$ cat config.mk
export PLATFORM = sky130hd
export DESIGN_NAME = elevator_cabin_ctrl
export DESIGN_NICKNAME = d
export VERILOG_FILES = /design/src/rtl/elevator_cabin_ctrl.sv
export SDC_FILE = /design/constraint.sdc
export NUM_CORES = 1
export LEC_CHECK = 0
export BUFFER_PORTS_ARGS = -buffer_cell sky130_fd_sc_hd__buf_2
export CORE_MARGIN = 10
export CORE_UTILIZATION = 57
export DETAILED_ROUTE_END_ITERATION = 10
export GPL_ROUTABILITY_DRIVEN = 0
export PLACE_DENSITY = 0.86
export SYNTH_ARGS = -nofsm -noshare
export SYNTH_HDL_FRONTEND = slang
export SYNTH_SLANG_ARGS = --single-unit
$ cat constraint.sdc
create_clock -name clk -period 5.2 [get_ports clk]
set_clock_uncertainty 0.05 [all_clocks]
set_input_delay 1.04 -clock clk [delete_from_list [all_inputs] [get_ports clk]]
set_output_delay 1.04 -clock clk [all_outputs]
set_load 0.03 [all_outputs]
$ cat src/rtl/elevator_cabin_ctrl.sv
// Cabin motion controller: steps the cabin one floor per travel interval toward the
// comparator's target, then holds the door open and pulses reqServed.
module elevator_cabin_ctrl #(
  parameter int unsigned TRAVEL_CYCLES = 50,
  parameter int unsigned DOOR_CYCLES   = 20,
  parameter logic [1:0]  HOME_FLOOR    = 2'd0
) (
  input  logic       clk,
  input  logic       rst_n,
  input  logic       reqValid,
  input  logic       down_upFlag,
  input  logic       stop_goFlag,
  output logic [1:0] actualFloor,
  output logic       motorUp,
  output logic       motorDown,
  output logic       doorOpen,
  output logic       reqServed,
  output logic       busy
);

  // state     | meaning
  // IDLE      | no motion, door closed; evaluates request each cycle
  // MOVE_UP   | motor up for TRAVEL_CYCLES, floor increments on exit
  // MOVE_DOWN | motor down for TRAVEL_CYCLES, floor decrements on exit
  // ARRIVE    | one settle cycle for the comparator, then re-evaluate
  // DOOR      | door open for DOOR_CYCLES, reqServed in the last cycle
  typedef enum logic [2:0] {
    IDLE      = 3'd0,
    MOVE_UP   = 3'd1,
    MOVE_DOWN = 3'd2,
    ARRIVE    = 3'd3,
    DOOR      = 3'd4
  } state_t;

  localparam int unsigned MAX_CYC = (TRAVEL_CYCLES > DOOR_CYCLES) ? TRAVEL_CYCLES : DOOR_CYCLES;
  localparam int unsigned TW      = $clog2(MAX_CYC) + 1;
  localparam logic [TW-1:0] TRAVEL_LOAD = TW'(TRAVEL_CYCLES - 1);
  localparam logic [TW-1:0] DOOR_LOAD   = TW'(DOOR_CYCLES - 1);

  state_t        state_q, state_d;
  logic [1:0]    floor_q, floor_d;
  logic [TW-1:0] timer_q, timer_d;

  always_ff @(posedge clk or negedge rst_n) begin
    if (!rst_n) begin
      state_q <= IDLE;
      floor_q <= HOME_FLOOR;
      timer_q <= '0;
    end else begin
      state_q <= state_d;
      floor_q <= floor_d;
      timer_q <= timer_d;
    end
  end

  always_comb begin
    state_d = state_q;
    floor_d = floor_q;
    timer_d = timer_q;
    case (state_q)
      IDLE, ARRIVE: begin
        // Floor guards keep actualFloor from wrapping on bad direction flags.
        state_d = IDLE;
        timer_d = '0;
        if (reqValid) begin
          if (stop_goFlag) begin
            state_d = DOOR;
            timer_d = DOOR_LOAD;
          end else if (down_upFlag && (floor_q != 2'd3)) begin
            state_d = MOVE_UP;
            timer_d = TRAVEL_LOAD;
          end else if (!down_upFlag && (floor_q != 2'd0)) begin
            state_d = MOVE_DOWN;
            timer_d = TRAVEL_LOAD;
          end
        end
      end
      MOVE_UP: begin
        if (timer_q == '0) begin
          state_d = ARRIVE;
          floor_d = floor_q + 2'd1;
        end else begin
          timer_d = timer_q - TW'(1);
        end
      end
      MOVE_DOWN: begin
        if (timer_q == '0) begin
          state_d = ARRIVE;
          floor_d = floor_q - 2'd1;
        end else begin
          timer_d = timer_q - TW'(1);
        end
      end
      DOOR: begin
        if (timer_q == '0) begin
          state_d = IDLE;
        end else begin
          timer_d = timer_q - TW'(1);
        end
      end
      default: begin
        state_d = IDLE;
        timer_d = '0;
      end
    endcase
  end

  assign actualFloor = floor_q;
  assign motorUp     = (state_q == MOVE_UP);
  assign motorDown   = (state_q == MOVE_DOWN);
  assign doorOpen    = (state_q == DOOR);
  assign reqServed   = (state_q == DOOR) && (timer_q == '0);
  assign busy        = (state_q != IDLE);

endmodule

After elaboration in Yosys (flattened, before gate mapping)
Index checks and enable logic that the tools add are counted.

cells by class
  equality and inequality tests = 10
  multiplexer cells = 16
  add/sub/neg operators = 3
  reductions and logical operators = 14

operator list
  operator             count
  $mux 6               4
  $pmux 7 s2           1
  $mux 3               4
  $pmux 3 s3           1
  $mux 2               4
  $ne 2x1->1 const B   4
  $logic_not 7->1      1
  $mux 7               1
  $sub 7x1->7 const B  1
  $eq 3x2->1 const B   2
  $ne 2x2->1 const B   2
  $pmux 2 s2           1
  $reduce_bool 2->1    2
  $reduce_or 2->1      2
  $eq 3x1->1 const B   1
  $eq 3x3->1 const B   1
  $logic_and 1x1->1    3
  $logic_not 3->1      1
  $reduce_and 3->1     1
  $reduce_bool 3->1    1
  $reduce_or 3->1      1
  $add 2x1->2 const B  1
  $reduce_and 2->1     1
  $sub 2x1->2 const B  1
  $logic_not 1->1      1

word-level totals
  bits of input ports = 5
  output and inout port bits = 7
  flip-flop bits (word level) = 12

Logic depth before layout (Yosys ltp)
  depth after elaboration = 7
  gate-level depth with buffers = 7

Worst setup path before layout
No wires, ideal clock.

  path type = flip-flop to output port
  from = register timer_q[2]
  to = output port reqServed
  data arrival time = 1704 ps
  data required time = 4110 ps
  slack = 2406 ps
  stages on the path, launching flop included = 5
  cell sequence = dfrtp_1 -> or4_4 -> or2_1 -> buf_6 -> nor2_1

on the way
  word-level cells in the longest chain between the ends = 2

RTL lines
  element                   RTL line  text
  start: declaration        42        logic [TW-1:0] timer_q, timer_d;
  start signal: assignment  52        timer_q <= timer_d;
  $logic_not 7->1           112       assign reqServed = (state_q == DOOR) && (timer_q == '0);
  $logic_and 1x1->1         112
  end: declaration          17        output logic reqServed,

Every way passes these cells.

Worst setup path after layout
Same ends and word-level chain as after synthesis.

==> reports/qor.csv <==
stage;metric;value;unit
routing;initial drt markers;14;
logic_synthesis;syn avg cell area;9.21;um^2
floorplan;starting density of the core;0.637;
cts;PostCTS Resize Cnt;0;
routing;DRC errors left;0;
logic_synthesis;Cell variety after synth;36;
floorplan;boundary pin count;12;
floorplan;FP Rows;12;
timing;Tightest Pin Transition;0.564;ns
timing;Final Hold Vio Count;0;
global_route;Congestion Overflow GR;0;
cts;CTS tree;built;
timing;pins over their slew limit;0;
floorplan;Core ar.;1170;um^2
logic_synthesis;simple-gate area share of the yosys netlist;0.273;
timing;f_max;0.333;GHz
power_and_ir_drop;switching pwr;0.000302;W
cts;htree depth;1;
power_and_ir_drop;Final Power;0.000632;W
power_and_ir_drop;Int Pwr;0.000330;W
power_and_ir_drop;P per Cell Area;756;nW/um^2
cts;clk slew on worst S/H paths;0.08;ns
timing;Hold Slack;0.479;ns
logic_synthesis;fraction of registers with async set/reset;1.00;
routing;routed vias;639;
placed_design;post-DP HPWL;1.25;mm
timing;final setup fails;0;
setup_path;WP data required;4.11;ns
logic_synthesis;Post-synth top flop;dfrtp_1;
floorplan;die area;3160;um^2
cts;CTS Hold Bufs;0;
logic_synthesis;largest family of logic cells by synthesized area;simple AND/OR/NAND/NOR gates;
placed_design;I/O Buffers;11;
logic_synthesis;Ys Warns;0;
logic_synthesis;Post-Synth XOR/XNOR Area;0.0587;
global_route;global-route wire length before repair;2.64;mm
setup_path;Critical Path End Type;output port;
setup_path;cells along the critical path;or4_4, or2_1, nor2_1, buf_2;
cts;Sink Count;12;
logic_synthesis;synthesis-stage register bit count;12;
setup_path;CP startpoint kind;flop;
power_and_ir_drop;maximum VDD drop;0.389;mV
final_layout;Area growth syn-to-layout;12.1;%
logic_synthesis;Post-Synth Adder-Cell Area;0.0336;
power_and_ir_drop;Logic pwr share;0.564;
timing;Post-Route Setup TNS;0;ns
logic_synthesis;post-synth net total;88;
power_and_ir_drop;sequential share of power;0.313;
global_route;largest net degree at the start of global routing;13;
floorplan;die width;56.2;um
logic_synthesis;post-synthesis mux area share;0.0134;
global_route;gr usage total;0.102;
routing;Avg WL per Cell;14.8;um
routing;final WL;1.58;mm
setup_path;CP peak stage delay;0.55;ns
timing;max_slew headroom;0.621;
run_status;status;finished, final reports clean;
routing;remaining antenna violation count;0;
logic_synthesis;largest area contributor in the netlist;dfrtp_1;
global_route;vias in the first global route;588;
cts;Root Driver;clkbuf_4;
routing;drt first pass iters;4;
routing;Via density;5.97;
cts;worst-skew pair later-pin latency;0.28;ns
logic_synthesis;post-synthesis sequential area ratio;0.403;
timing;RSZ-0062 raised after global routing;false;
logic_synthesis;Post-synth EDFFs;0;
logic_synthesis;Synth area leaders;dfrtp_1 40%, nor2_1 4.5%, nor3b_1 4.0%;
logic_synthesis;share of the synthesized area in the top cell type;0.403;
timing;Final period util;0.578;
setup_path;arrival time at the worst endpoint;1.92;ns
final_layout;ant diodes;0;
final_layout;fin nets;101;
power_and_ir_drop;Clock power frac;0.123;
worst_hold_path;Hold WC Path Type;flop to flop;
logic_synthesis;cell count after synthesis;81;
global_route;antenna violations before repair;0;
final_layout;layout cells sized above 1;0.204;
logic_synthesis;commonest cells in the netlist;12 x dfrtp_1, 9 x nor2_1, 5 x inv_1;
cts;CTS Buf Count;3;
logic_synthesis;most numerous cell in the Yosys netlist;dfrtp_1;
power_and_ir_drop;switch share;0.478;
final_layout;filler cell count;93;
cts;post-CTS setup buffer count;0;
setup_path;crit-path max FO;8;
flow_run;Max Cap Violations;0;
cts;clk buf depth;2;
floorplan;die extent in y;56.2;um
timing;minimum clock period;3.01;ns
setup_path;crit path kind;flop to output port;
power_and_ir_drop;Pleak;0.394;nW
logic_synthesis;Synth Area in Compound Gates;0.168;
logic_synthesis;post-synthesis cell area;746;um^2
setup_path;highest-delay cell along the critical path;or4_4;
## sequential cells by signal, indices dropped and copies added, names as in the netlist
name / count
timer_q: 7
actualFloor: 2
state_q: 3
## cell type report
| class | instances | area, um^2 | area share |
|---|---|---|---|
| well taps | 14 | 17.5 | 0.0210 |
| clock buffers | 4 | 36.3 | 0.0434 |
| inverters | 5 | 18.8 | 0.0225 |
| multi-input cells | 61 | 408 | 0.488 |
| flip-flops and latches | 12 | 300 | 0.359 |
| repair buffers | 11 | 55.1 | 0.0659 |
## metrics by stage
step | worst slack, ns | utilization | area [um^2] | cells
floorplan | 2.41 | - | 746 | 81
global placement | 2.53 | 0.683 | 800 | 103
detailed placement | 2.51 | 0.683 | 800 | 103
CTS | 2.19 | 0.714 | 836 | 107
global route | 2.09 | 0.714 | 836 | 107
finish | 2.19 | 0.714 | 836 | 107
## critical path: cells and delay by family (launching register included)
kind	cells	cell delay, ns
simple gates	3	1.01
flops	1	0.42
buf+inv	1	0.20
## routing by layer
layer / track usage / wire length [um] / up-vias
li1: - / - / 311
met1: 0.116 / 725 / 305
met2: 0.151 / 727 / 18
met3: 0.0501 / 101 / 5
met4: 0.0546 / 27 / 0
met5: 0 / 0 / -
## cells in the final DEF, fill, tap and decap left out, types with 3 or more instances in the layout
| cell | n |
|---|---|
| nor2_1 | 9 |
| buf_2 | 11 |
| a21oi_1 | 4 |
| inv_1 | 5 |
| clkbuf_4 | 3 |
| o21ai_0 | 3 |
| xor2_1 | 3 |
| nor3_1 | 4 |
| or3_1 | 3 |
| dfrtp_1 | 12 |
| nor3b_1 | 4 |
| nand2_1 | 3 |
## power by group through the flow
| stage | clock [W] | sequential, W | combinational (W) |
|---|---|---|---|
| floorplan | 0 | 0.000190 | 0.000287 |
| global route | 0.0000849 | 0.000204 | 0.000392 |
| finish | 0.0000776 | 0.000198 | 0.000356 |
| global placement | 0 | 0.000194 | 0.000346 |
| CTS | 0.0000782 | 0.000196 | 0.000358 |
| detailed placement | 0 | 0.000198 | 0.000356 |
## worst paths after layout
path / cells past startpoint / slack (ns) / to / from
worst max register to register: 4 / 3.23 / timer_q[1]$_DFFE_PN0P_ / timer_q[2]$_DFFE_PN0P_
worst max-delay path: 4 / 2.19 / reqServed / timer_q[2]$_DFFE_PN0P_
min in group asynchronous: 1 / 0.57 / state_q[0]$_DFFE_PN0P_ / rst_n
worst min-delay path: 2 / 0.48 / timer_q[6]$_DFFE_PN0P_ / timer_q[6]$_DFFE_PN0P_
worst min register to register: 2 / 0.48 / timer_q[6]$_DFFE_PN0P_ / timer_q[6]$_DFFE_PN0P_
max in group asynchronous: 1 / 4.32 / actualFloor[0]$_DFFE_PN0P_ / rst_n
## logic make-up (layout without fill, tap and decap cells)
family,after synthesis,in the layout
AOI/OAI and AO/OA,18,18
xor gates and xnor gates,5,5
DFF,12,12
muxes,1,1
buffers and inverters,8,20
and+or+nand+nor,35,35
adders and majority gates,2,2
(Power assumes the default switching activity.)
